$ cat src/rtl/inst_decode_stage.sv
// RV32I decode stage. Decodes up to FETCH_WIDTH instructions per cycle from the
// fetch buffer and holds the decoded bundle in an output register that is
// handed to rename/dispatch with a valid/ready handshake.
module inst_decode_stage #(
    parameter int FETCH_WIDTH = 2
) (
    input  logic                     clock,
    input  logic                     reset,
    input  logic                     flush,
    input  logic [FETCH_WIDTH*32-1:0] in_pc,
    input  logic [FETCH_WIDTH*32-1:0] in_inst,
    input  logic [FETCH_WIDTH-1:0]    in_valid,
    output logic                     in_ready,
    output logic [FETCH_WIDTH-1:0]    out_valid,
    input  logic                     out_ready,
    output logic [FETCH_WIDTH*32-1:0] out_pc,
    output logic [FETCH_WIDTH*32-1:0] out_imm,
    output logic [FETCH_WIDTH*5-1:0]  out_rs1,
    output logic [FETCH_WIDTH*5-1:0]  out_rs2,
    output logic [FETCH_WIDTH*5-1:0]  out_rd,
    output logic [FETCH_WIDTH-1:0]    out_rs1_en,
    output logic [FETCH_WIDTH-1:0]    out_rs2_en,
    output logic [FETCH_WIDTH-1:0]    out_rd_en,
    output logic [FETCH_WIDTH*4-1:0]  out_class,
    output logic [FETCH_WIDTH*4-1:0]  out_alu_op,
    output logic [FETCH_WIDTH*3-1:0]  out_funct3,
    output logic [FETCH_WIDTH-1:0]    out_illegal
);

    typedef enum logic [3:0] {
        CLASS_ALU_R   = 4'd0,
        CLASS_ALU_I   = 4'd1,
        CLASS_LOAD    = 4'd2,
        CLASS_STORE   = 4'd3,
        CLASS_BRANCH  = 4'd4,
        CLASS_JAL     = 4'd5,
        CLASS_JALR    = 4'd6,
        CLASS_LUI     = 4'd7,
        CLASS_AUIPC   = 4'd8,
        CLASS_SYSTEM  = 4'd9,
        CLASS_ILLEGAL = 4'd15
    } inst_class_e;

    typedef enum logic [3:0] {
        ALU_ADD  = 4'd0,
        ALU_SUB  = 4'd1,
        ALU_SLL  = 4'd2,
        ALU_SLT  = 4'd3,
        ALU_SLTU = 4'd4,
        ALU_XOR  = 4'd5,
        ALU_SRL  = 4'd6,
        ALU_SRA  = 4'd7,
        ALU_OR   = 4'd8,
        ALU_AND  = 4'd9
    } alu_op_e;

    typedef struct packed {
        logic [3:0]  cls;
        logic [3:0]  alu_op;
        logic [31:0] imm;
        logic        illegal;
        logic        rs1_en;
        logic        rs2_en;
        logic        rd_en;
    } decode_t;

    decode_t slot_dec [FETCH_WIDTH];
    logic    accept;

    // Base ALU op selected by funct3; bit 30 picks arithmetic right shift.
    function automatic alu_op_e alu_from_funct3(input logic [2:0] funct3, input logic bit30);
        alu_op_e op;
        case (funct3)
            3'b000:  op = ALU_ADD;
            3'b001:  op = ALU_SLL;
            3'b010:  op = ALU_SLT;
            3'b011:  op = ALU_SLTU;
            3'b100:  op = ALU_XOR;
            3'b101:  op = bit30 ? ALU_SRA : ALU_SRL;
            3'b110:  op = ALU_OR;
            default: op = ALU_AND;
        endcase
        return op;
    endfunction

    // Full decode of one instruction word; slot_valid only gates the enables
    // so that invalid slots still decode deterministically.
    function automatic decode_t decode_inst(input logic [31:0] inst, input logic slot_valid);
        decode_t     d;
        inst_class_e cls;
        logic        bad;
        logic        live;
        logic [6:0]  opcode;
        logic [2:0]  funct3;
        logic [6:0]  funct7;
        logic [31:0] imm_i, imm_s, imm_b, imm_u, imm_j;
        opcode = inst[6:0];
        funct3 = inst[14:12];
        funct7 = inst[31:25];
        imm_i  = {{20{inst[31]}}, inst[31:20]};
        imm_s  = {{20{inst[31]}}, inst[31:25], inst[11:7]};
        imm_b  = {{19{inst[31]}}, inst[31], inst[7], inst[30:25], inst[11:8], 1'b0};
        imm_u  = {inst[31:12], 12'b0};
        imm_j  = {{11{inst[31]}}, inst[31], inst[19:12], inst[20], inst[30:21], 1'b0};
        d        = '0;
        d.alu_op = ALU_ADD;
        cls      = CLASS_ILLEGAL;
        bad      = 1'b0;
        case (opcode)
            7'b0110011: begin
                cls      = CLASS_ALU_R;
                d.alu_op = alu_from_funct3(funct3, inst[30]);
                if (funct7 == 7'b0100000) begin
                    if (funct3 == 3'b000)      d.alu_op = ALU_SUB;
                    else if (funct3 != 3'b101) bad = 1'b1;
                end else if (funct7 != 7'b0000000) begin
                    bad = 1'b1;
                end
            end
            7'b0010011: begin
                cls      = CLASS_ALU_I;
                d.imm    = imm_i;
                d.alu_op = alu_from_funct3(funct3, inst[30]);
                if (funct3 == 3'b001 && funct7 != 7'b0000000) bad = 1'b1;
                if (funct3 == 3'b101 && funct7 != 7'b0000000 && funct7 != 7'b0100000) bad = 1'b1;
            end
            7'b0000011: begin
                cls   = CLASS_LOAD;
                d.imm = imm_i;
                bad   = (funct3 == 3'b011) || (funct3 == 3'b110) || (funct3 == 3'b111);
            end
            7'b0100011: begin
                cls   = CLASS_STORE;
                d.imm = imm_s;
                bad   = (funct3 > 3'b010);
            end
            7'b1100011: begin
                cls   = CLASS_BRANCH;
                d.imm = imm_b;
                bad   = (funct3 == 3'b010) || (funct3 == 3'b011);
            end
            7'b1101111: begin
                cls   = CLASS_JAL;
                d.imm = imm_j;
            end
            7'b1100111: begin
                cls   = CLASS_JALR;
                d.imm = imm_i;
                bad   = (funct3 != 3'b000);
            end
            7'b0110111: begin
                cls   = CLASS_LUI;
                d.imm = imm_u;
            end
            7'b0010111: begin
                cls   = CLASS_AUIPC;
                d.imm = imm_u;
            end
            7'b1110011, 7'b0001111: begin
                cls   = CLASS_SYSTEM;
                d.imm = imm_i;
            end
            default: bad = 1'b1;
        endcase
        if (bad) begin
            cls      = CLASS_ILLEGAL;
            d.alu_op = ALU_ADD;
        end
        live      = slot_valid && !bad;
        d.cls     = cls;
        d.illegal = bad;
        d.rs1_en  = live && (cls inside {CLASS_ALU_R, CLASS_ALU_I, CLASS_LOAD,
                                         CLASS_STORE, CLASS_BRANCH, CLASS_JALR});
        d.rs2_en  = live && (cls inside {CLASS_ALU_R, CLASS_STORE, CLASS_BRANCH});
        d.rd_en   = live && (inst[11:7] != 5'd0) &&
                    (cls inside {CLASS_ALU_R, CLASS_ALU_I, CLASS_LOAD, CLASS_JAL,
                                 CLASS_JALR, CLASS_LUI, CLASS_AUIPC});
        return d;
    endfunction

    // The register can take a new bundle when empty or when the held one drains.
    assign in_ready = !reset && !flush && ((out_valid == '0) || out_ready);
    assign accept   = in_ready && (|in_valid);

    // Decode every incoming slot in parallel.
    always_comb begin
        for (int i = 0; i < FETCH_WIDTH; i++) begin
            slot_dec[i] = decode_inst(in_inst[32*i +: 32], in_valid[i]);
        end
    end

    // Output pipeline register: flush beats everything, then load or drain.
    always_ff @(posedge clock) begin
        if (reset) begin
            out_valid   <= '0;
            out_pc      <= '0;
            out_imm     <= '0;
            out_rs1     <= '0;
            out_rs2     <= '0;
            out_rd      <= '0;
            out_rs1_en  <= '0;
            out_rs2_en  <= '0;
            out_rd_en   <= '0;
            out_class   <= '0;
            out_alu_op  <= '0;
            out_funct3  <= '0;
            out_illegal <= '0;
        end else if (flush) begin
            out_valid <= '0;
        end else if (accept) begin
            out_valid <= in_valid;
            out_pc    <= in_pc;
            for (int i = 0; i < FETCH_WIDTH; i++) begin
                out_imm[32*i +: 32] <= slot_dec[i].imm;
                out_rs1[5*i +: 5]   <= in_inst[32*i+15 +: 5];
                out_rs2[5*i +: 5]   <= in_inst[32*i+20 +: 5];
                out_rd[5*i +: 5]    <= in_inst[32*i+7 +: 5];
                out_rs1_en[i]       <= slot_dec[i].rs1_en;
                out_rs2_en[i]       <= slot_dec[i].rs2_en;
                out_rd_en[i]        <= slot_dec[i].rd_en;
                out_class[4*i +: 4] <= slot_dec[i].cls;
                out_alu_op[4*i +: 4] <= slot_dec[i].alu_op;
                out_funct3[3*i +: 3] <= in_inst[32*i+12 +: 3];
                out_illegal[i]      <= slot_dec[i].illegal;
            end
        end else if (in_ready) begin
            out_valid <= '0;
        end
    end

endmodule

$ cat config.mk
export PLATFORM = sky130hd
export DESIGN_NAME = inst_decode_stage
export DESIGN_NICKNAME = d
export VERILOG_FILES = /design/src/rtl/inst_decode_stage.sv
export SDC_FILE = /design/constraint.sdc
export NUM_CORES = 1
export LEC_CHECK = 0
export ABC_AREA = 1
export BUFFER_PORTS_ARGS = -buffer_cell sky130_fd_sc_hd__buf_2
export CORE_MARGIN = 5
export CORE_UTILIZATION = 44
export CTS_BUF_LIST = sky130_fd_sc_hd__clkbuf_4
export CTS_CLUSTER_DIAMETER = 80
export DETAILED_ROUTE_END_ITERATION = 16
export MAX_ROUTING_LAYER = met4
export PLACE_DENSITY = 0.77
export SLEW_MARGIN = 20
export SYNTH_ARGS = -nofsm -noshare
export SYNTH_HDL_FRONTEND = slang
export SYNTH_SLANG_ARGS = --single-unit
$ cat constraint.sdc
create_clock -name clock -period 4.2 [get_ports clock]
set_input_delay 0.84 -clock clock [delete_from_list [all_inputs] [get_ports clock]]
set_output_delay 0.84 -clock clock [all_outputs]
set_load 0.05 [all_outputs]
==> results.sh, run 1 <==
export IMPL_avgRoutedWirePerCell_microns=16.1
export IMPL_slew_viol_final=0
export IMPL_cts_max_level=4
export IMPL_reg2reg_slack_ns=1.79
export IMPL_finalInstanceArea_sq_mm=0.0101
export IMPL_ioPinCount=325
export IMPL_switching_share_pct=36.2
export IMPL_placed_area_sq_mm=0.00981
export IMPL_holdWs_ns=0.471
export IMPL_syn_area_sq_mm=0.00813
export IMPL_pre_cts_slack_ns=1.17
export IMPL_overflow=0
export IMPL_wl_microns=26900
export IMPL_clkSinkCount=190
export IMPL_power_frac_seq_pct=51.7
export IMPL_synth_cells=1145
export IMPL_status="completed"
export IMPL_ys_seq_area_share_pct=46.8
export IMPL_worst_pin_slew_ns=0.933
export IMPL_drt_first_pass_iters=8
export IMPL_cp_start_kind="input pin"
export IMPL_synth_top_family_by_area="simple AND/OR/NAND/NOR gates"
export IMPL_p_sw_mw=1.36
export IMPL_finalNetCount=1563
export IMPL_syn_nets=1279
export IMPL_cts_buffers=17
export IMPL_ys_ff_latch=190
export IMPL_ir_drop_uv=206
export IMPL_cts_resized=0
export IMPL_area_delta_synth_final_pct=24.1
export IMPL_numPortBuffers=324
export IMPL_final_util_pct=55.8
export IMPL_crit_start="flush"
export IMPL_finClkSkew_ns=0.0144
export IMPL_dieArea_sq_mm=0.0213
export IMPL_ys_types=34
export IMPL_synth_avg_cell_area_sq_um=7.10
export IMPL_reg2regPathDepth=9
export IMPL_drive_gt1_share_pct=28.4
export IMPL_fmax_mhz=393
export IMPL_cts_setup_buffers=0
export IMPL_min_period_ns=2.54
export IMPL_cts_tree="yes"
export IMPL_antenna_found_initial=1
export IMPL_die_height_microns=146
export IMPL_clk_latency_ns=0.57
export IMPL_dp_cells=1639
export IMPL_final_period_utilization_pct=60.6
export IMPL_viasPerCell=5.15
export IMPL_dp_hpwl_microns=19900
export IMPL_fin_cells=1672
export IMPL_rsz0062_at_grt="no"
export IMPL_synthMuxAreaShare_pct=0
export IMPL_rr_endpoint="out_imm[26]$_SDFFE_PP0P_"
export IMPL_coreArea_sq_mm=0.0181
export IMPL_clk_pin_slew_worst_paths_ns=0.17
export IMPL_combPwrFrac_pct=21.7
export IMPL_die_x_microns=146
export IMPL_timing_final_ws_setup_ns=1.66
export IMPL_synth_compound_area_share_pct=18.0
export IMPL_critPathRequiredTime_ns=3.36
export IMPL_crit_fanout=3
export IMPL_yosys_area_share_simple_pct=28.7
export IMPL_layout_commonest_cell="buf_2"
export IMPL_cts_hold_buffers=0
export IMPL_root_buffer="clkbuf_4"
export IMPL_grt_pass1_vias=8049
export IMPL_ys_warn_count=0
export IMPL_hold_viol=0
export IMPL_antenna_left=0
export IMPL_pwr_share_clk_pct=26.6
export IMPL_worstSetupPathType="input pin to output pin"
export IMPL_endpoint="in_ready"
export IMPL_timing_setup_tns_ns=0
export IMPL_finalPower_mw=3.75
export IMPL_track_usage_pct=25.0
export IMPL_start_util_pct=45.0
export IMPL_r2r_start="out_valid[0]$_SDFFE_PN0P_"
export IMPL_route_detailed_drc=0
export IMPL_final_cell_mix="324 x buf_2, 227 x nand2_1, 219 x nor2_1"
export IMPL_synth_xor_area_share_pct=0
export IMPL_p_leak_nw=5.02
export IMPL_routabilityCongestion=0.970
export IMPL_rows=49
export IMPL_grt_max_degree=190
export IMPL_relSlewSlack_pct=37.8
export IMPL_cts_buffer_depth=2
export IMPL_finalSetupViolations=0
export IMPL_p_per_area_mw_per_mm2=372
export IMPL_synth_fa_ha_area_share_pct=0
export IMPL_grt_pass1_wl_microns=42400
export IMPL_worstSetupEndpointType="output pin"
export IMPL_holdCritPathClass="input pin to flip-flop"
export IMPL_drt_iter0_drc=600
export IMPL_internal_power_mw=2.40
export IMPL_crit_arrival_ns=1.70
export IMPL_via_count=8614
export IMPL_maxCapViolations=0
## state kept, by name, summed over array words and instances (netlist names)
register,cells
out_imm,64
out_alu_op,8
out_rs2_en,2
out_class,8
out_valid,2
out_rd,10
out_rs1_en,2
out_rs2,10
out_illegal,2
out_pc,64
out_funct3,6
out_rs1,10
out_rd_en,2
## cells by family after synthesis
logic type	count (synthesis)
AND/OR/NAND/NOR	546
AO/OA/AOI/OAI	279
buffers and inverters	130
flip-flops	190
## worst max-delay path: stages
cell,delay (ns)
buf_2,0.10
nor2_1,0.17
inv_1,0.11
nor2_2,0.16
buf_2,0.33
## per-layer routing
metal	part of all wire (%)	GRT usage [%]	vias up	routed length, microns
met5	0	-	-	0
met1	42	30.8	3881	11300
met4	2.6	8.64	0	698
met3	8.1	5.61	45	2180
met2	47	40.7	370	12700
li1	-	-	4318	-
## area by class of cell
cell class | count | area, sq um
clock inverter | 15 | 156
multi-input combinational | 825 | 3800
fill | 1769 | 7990
tap | 229 | 287
sequential | 190 | 3800
antenna | 1 | 2.50
inverter | 66 | 250
timing repair buffer | 329 | 1670
clock buffer | 17 | 128
## cells in the mapped netlist
library cell	instances	share of area, %
a21oi_1	99	6.1
clkbuf_1	35	1.6
nand2_4	2	0.28
nor4_1	2	0.15
o22ai_1	4	0.31
a21oi_2	1	0.11
nand2_2	11	0.85
o311ai_1	1	0.11
nand4_1	6	0.46
or2_0	1	0.077
nor2_4	4	0.55
nor2_1	219	10
o21ai_0	147	9.0
buf_1	4	0.18
inv_1	53	2.4
o21ai_1	4	0.25
nand3_2	3	0.37
buf_2	22	1.4
a21oi_4	1	0.20
nand3_4	3	0.65
dfxtp_1	190	47
a21boi_0	1	0.092
nand2_1	227	10
o41ai_1	1	0.11
inv_2	13	0.60
nor3_1	6	0.37
nor3_4	2	0.40
o211ai_1	3	0.28
nor2_2	8	0.62
buf_6	3	0.42
nand3_1	50	3.1
nor3_2	2	0.25
a31oi_1	13	1.0
o31ai_1	4	0.37
## worst min-delay path by stage
stage | slack (ns) | end | depth (start not counted) | start
floorplan | 0.69 | out_alu_op[0]$_SDFFE_PP0P_ | 2 | out_alu_op[0]$_SDFFE_PP0P_
global placement | 0.45 | out_imm[8]$_SDFFE_PP0P_ | 2 | out_imm[8]$_SDFFE_PP0P_
detailed placement | 0.45 | out_imm[18]$_SDFFE_PP0P_ | 2 | out_imm[18]$_SDFFE_PP0P_
CTS | 0.41 | out_pc[35]$_SDFFE_PP0P_ | 3 | in_pc[35]
global route | 0.40 | out_pc[34]$_SDFFE_PP0P_ | 3 | in_pc[34]
finish | 0.47 | out_pc[34]$_SDFFE_PP0P_ | 3 | in_pc[34]
## power by group through the flow
stage	Clock [mW]	Sequential (mW)	Combinational [mW]
6_report	0.997	1.94	0.816
5_1_grt	1.11	1.95	0.871
4_1_cts	1.02	1.94	0.819
3_5_place_dp	0	1.98	0.817
3_3_place_gp	0	1.98	0.810
2_1_floorplan	0	2.30	0.242
No activity file was read; power rests on OpenSTA's default activity.
==> run 2: changes to the inputs <==
==> constraint.sdc (replaced) <==
create_clock -name clock -period 2.4 [get_ports clock]
set_input_delay 0.48 -clock clock [delete_from_list [all_inputs] [get_ports clock]]
set_output_delay 0.48 -clock clock [all_outputs]
set_load 0.05 [all_outputs]
==> results.sh, run 2 (synthesis results as in run 1) <==
export IMPL_area_delta_synth_final_pct=25.3
export IMPL_final_cell_mix="324 x buf_2, 227 x nand2_1, 219 x nor2_1"
export IMPL_grt_pass1_vias=7910
export IMPL_max_stage_delay_ns=0.40
export IMPL_fmax_mhz=466
export IMPL_pre_cts_slack_ns=0.000566
export IMPL_layout_commonest_cell="buf_2"
export IMPL_cts_hold_buffers=0
export IMPL_p_leak_nw=5.08
export IMPL_cts_resized=0
export IMPL_min_period_ns=2.15
export IMPL_pwr_share_clk_pct=26.0
export IMPL_clk_latency_ns=0.58
export IMPL_ir_drop_uv=392
export IMPL_grt_pass1_wl_microns=41900
export IMPL_grt_max_degree=190
export IMPL_finalPower_mw=6.54
export IMPL_dp_hpwl_microns=19700
export IMPL_worstSetupEndpointType="output pin"
export IMPL_cp_start_kind="flip-flop"
export IMPL_cts_buffer_depth=2
export IMPL_coreArea_sq_mm=0.0181
export IMPL_dieArea_sq_mm=0.0213
export IMPL_routabilityCongestion=0.922
export IMPL_numPortBuffers=324
export IMPL_p_per_area_mw_per_mm2=641
export IMPL_cts_buffers=17
export IMPL_root_buffer="clkbuf_4"
export IMPL_cts_setup_buffers=0
export IMPL_antenna_left=0
export IMPL_crit_chain="inv_1, a21oi_1, nor2_2, buf_4, buf_2"
export IMPL_ioPinCount=325
export IMPL_fillers=1774
export IMPL_drt_iter0_drc=613
export IMPL_wl_microns=26900
export IMPL_internal_power_mw=4.12
export IMPL_finClkSkew_ns=0.0216
export IMPL_crit_start="out_valid[1]$_SDFFE_PN0P_"
export IMPL_crit_arrival_ns=1.67
export IMPL_hold_start="in_pc[34]"
export IMPL_avgRoutedWirePerCell_microns=16.0
export IMPL_crit_fanout=3
export IMPL_route_detailed_drc=0
export IMPL_drt_first_pass_iters=5
export IMPL_finalSetupViolations=0
export IMPL_slew_viol_final=0
export IMPL_biggestRegsByFlops="out_imm: 64 flops, out_pc: 64 flops"
export IMPL_die_height_microns=146
export IMPL_r2r_start="out_valid[1]$_SDFFE_PN0P_"
export IMPL_holdCritPathClass="input pin to flip-flop"
export IMPL_finalNetCount=1575
export IMPL_drive_gt1_share_pct=29.2
export IMPL_switching_share_pct=37.0
export IMPL_timing_final_ws_setup_ns=0.254
export IMPL_track_usage_pct=24.8
export IMPL_via_count=8666
export IMPL_viasPerCell=5.14
export IMPL_clk_pin_slew_worst_paths_ns=0.18
export IMPL_relSlewSlack_pct=43.6
export IMPL_hold_viol=0
export IMPL_timing_setup_tns_ns=0
export IMPL_overflow=0
export IMPL_maxCapViolations=0
export IMPL_critPathRequiredTime_ns=1.92
export IMPL_cts_tree="yes"
export IMPL_fin_cells=1686
export IMPL_critical_path_slowest_cell="dfxtp_1"
export IMPL_die_x_microns=146
export IMPL_worstSetupPathType="flip-flop to output pin"
export IMPL_power_frac_seq_pct=51.9
export IMPL_worst_pin_slew_ns=0.846
export IMPL_antenna_found_initial=3
export IMPL_final_period_utilization_pct=89.4
export IMPL_status="completed"
export IMPL_rsz0062_at_grt="no"
export IMPL_dp_cells=1651
export IMPL_rows=49
export IMPL_p_sw_mw=2.42
export IMPL_clkSinkCount=190
export IMPL_cts_max_level=4
export IMPL_combPwrFrac_pct=22.1
export IMPL_start_util_pct=45.0
==> run 2: metrics by stage <==
step	instance area (sq um)	hold WS, ns	util (%)
2_1_floorplan	8130	0.615	-
3_3_place_gp	9900	0.449	54.7
3_5_place_dp	9900	0.453	54.7
4_1_cts	10200	0.0572	56.3
5_1_grt	10200	0.0254	56.4
6_report	10200	0.106	56.4
==> run 2: power by group through the flow <==
stage | registers [mW] | clock network (mW) | logic, mW
floorplan | 4.03 | 0 | 0.424
global placement | 3.46 | 0 | 1.44
detailed placement | 3.46 | 0 | 1.45
CTS | 3.39 | 1.75 | 1.45
global route | 3.41 | 1.90 | 1.54
finish | 3.39 | 1.70 | 1.45
==> run 2: worst paths after layout <==
check,end,slack [ns],depth (start not counted)
setup / recovery,in_ready,0.25,5
hold / removal,out_pc[34]$_SDFFE_PP0P_,0.11,3
hold reg to reg,out_imm[33]$_SDFFE_PP0P_,0.47,2
setup reg to reg,out_imm[19]$_SDFFE_PP0P_,0.34,9
==> run 2: final cells by class <==
class / count / area, sq um / area share, %
diodes: 3 / 7.51 / 0.0736
flip-flops and latches: 190 / 3800 / 37.3
inverters: 66 / 250 / 2.45
clock inverters: 15 / 156 / 1.53
repair buffers: 341 / 1770 / 17.3
multi-input cells: 825 / 3800 / 37.2
well taps: 229 / 287 / 2.81
clock buffers: 17 / 128 / 1.25
==> run 2: critical path, delay by kind of cell (launching register included) <==
kind | cells | cell delay, ns
and+or+nand+nor | 1 | 0.08
AOI/OAI and AO/OA | 1 | 0.19
buffers and inverters | 3 | 0.44
DFF | 1 | 0.40
==> run 2: metal layers <==
layer  vias up  GRT usage (%)  part of all wire (%)
met2       352           39.5                    47
met1      3934           31.2                    42
met3        39           6.35                   8.2
met5         -              -                     0
met4         0           7.41                   2.4
li1       4341              -                     -
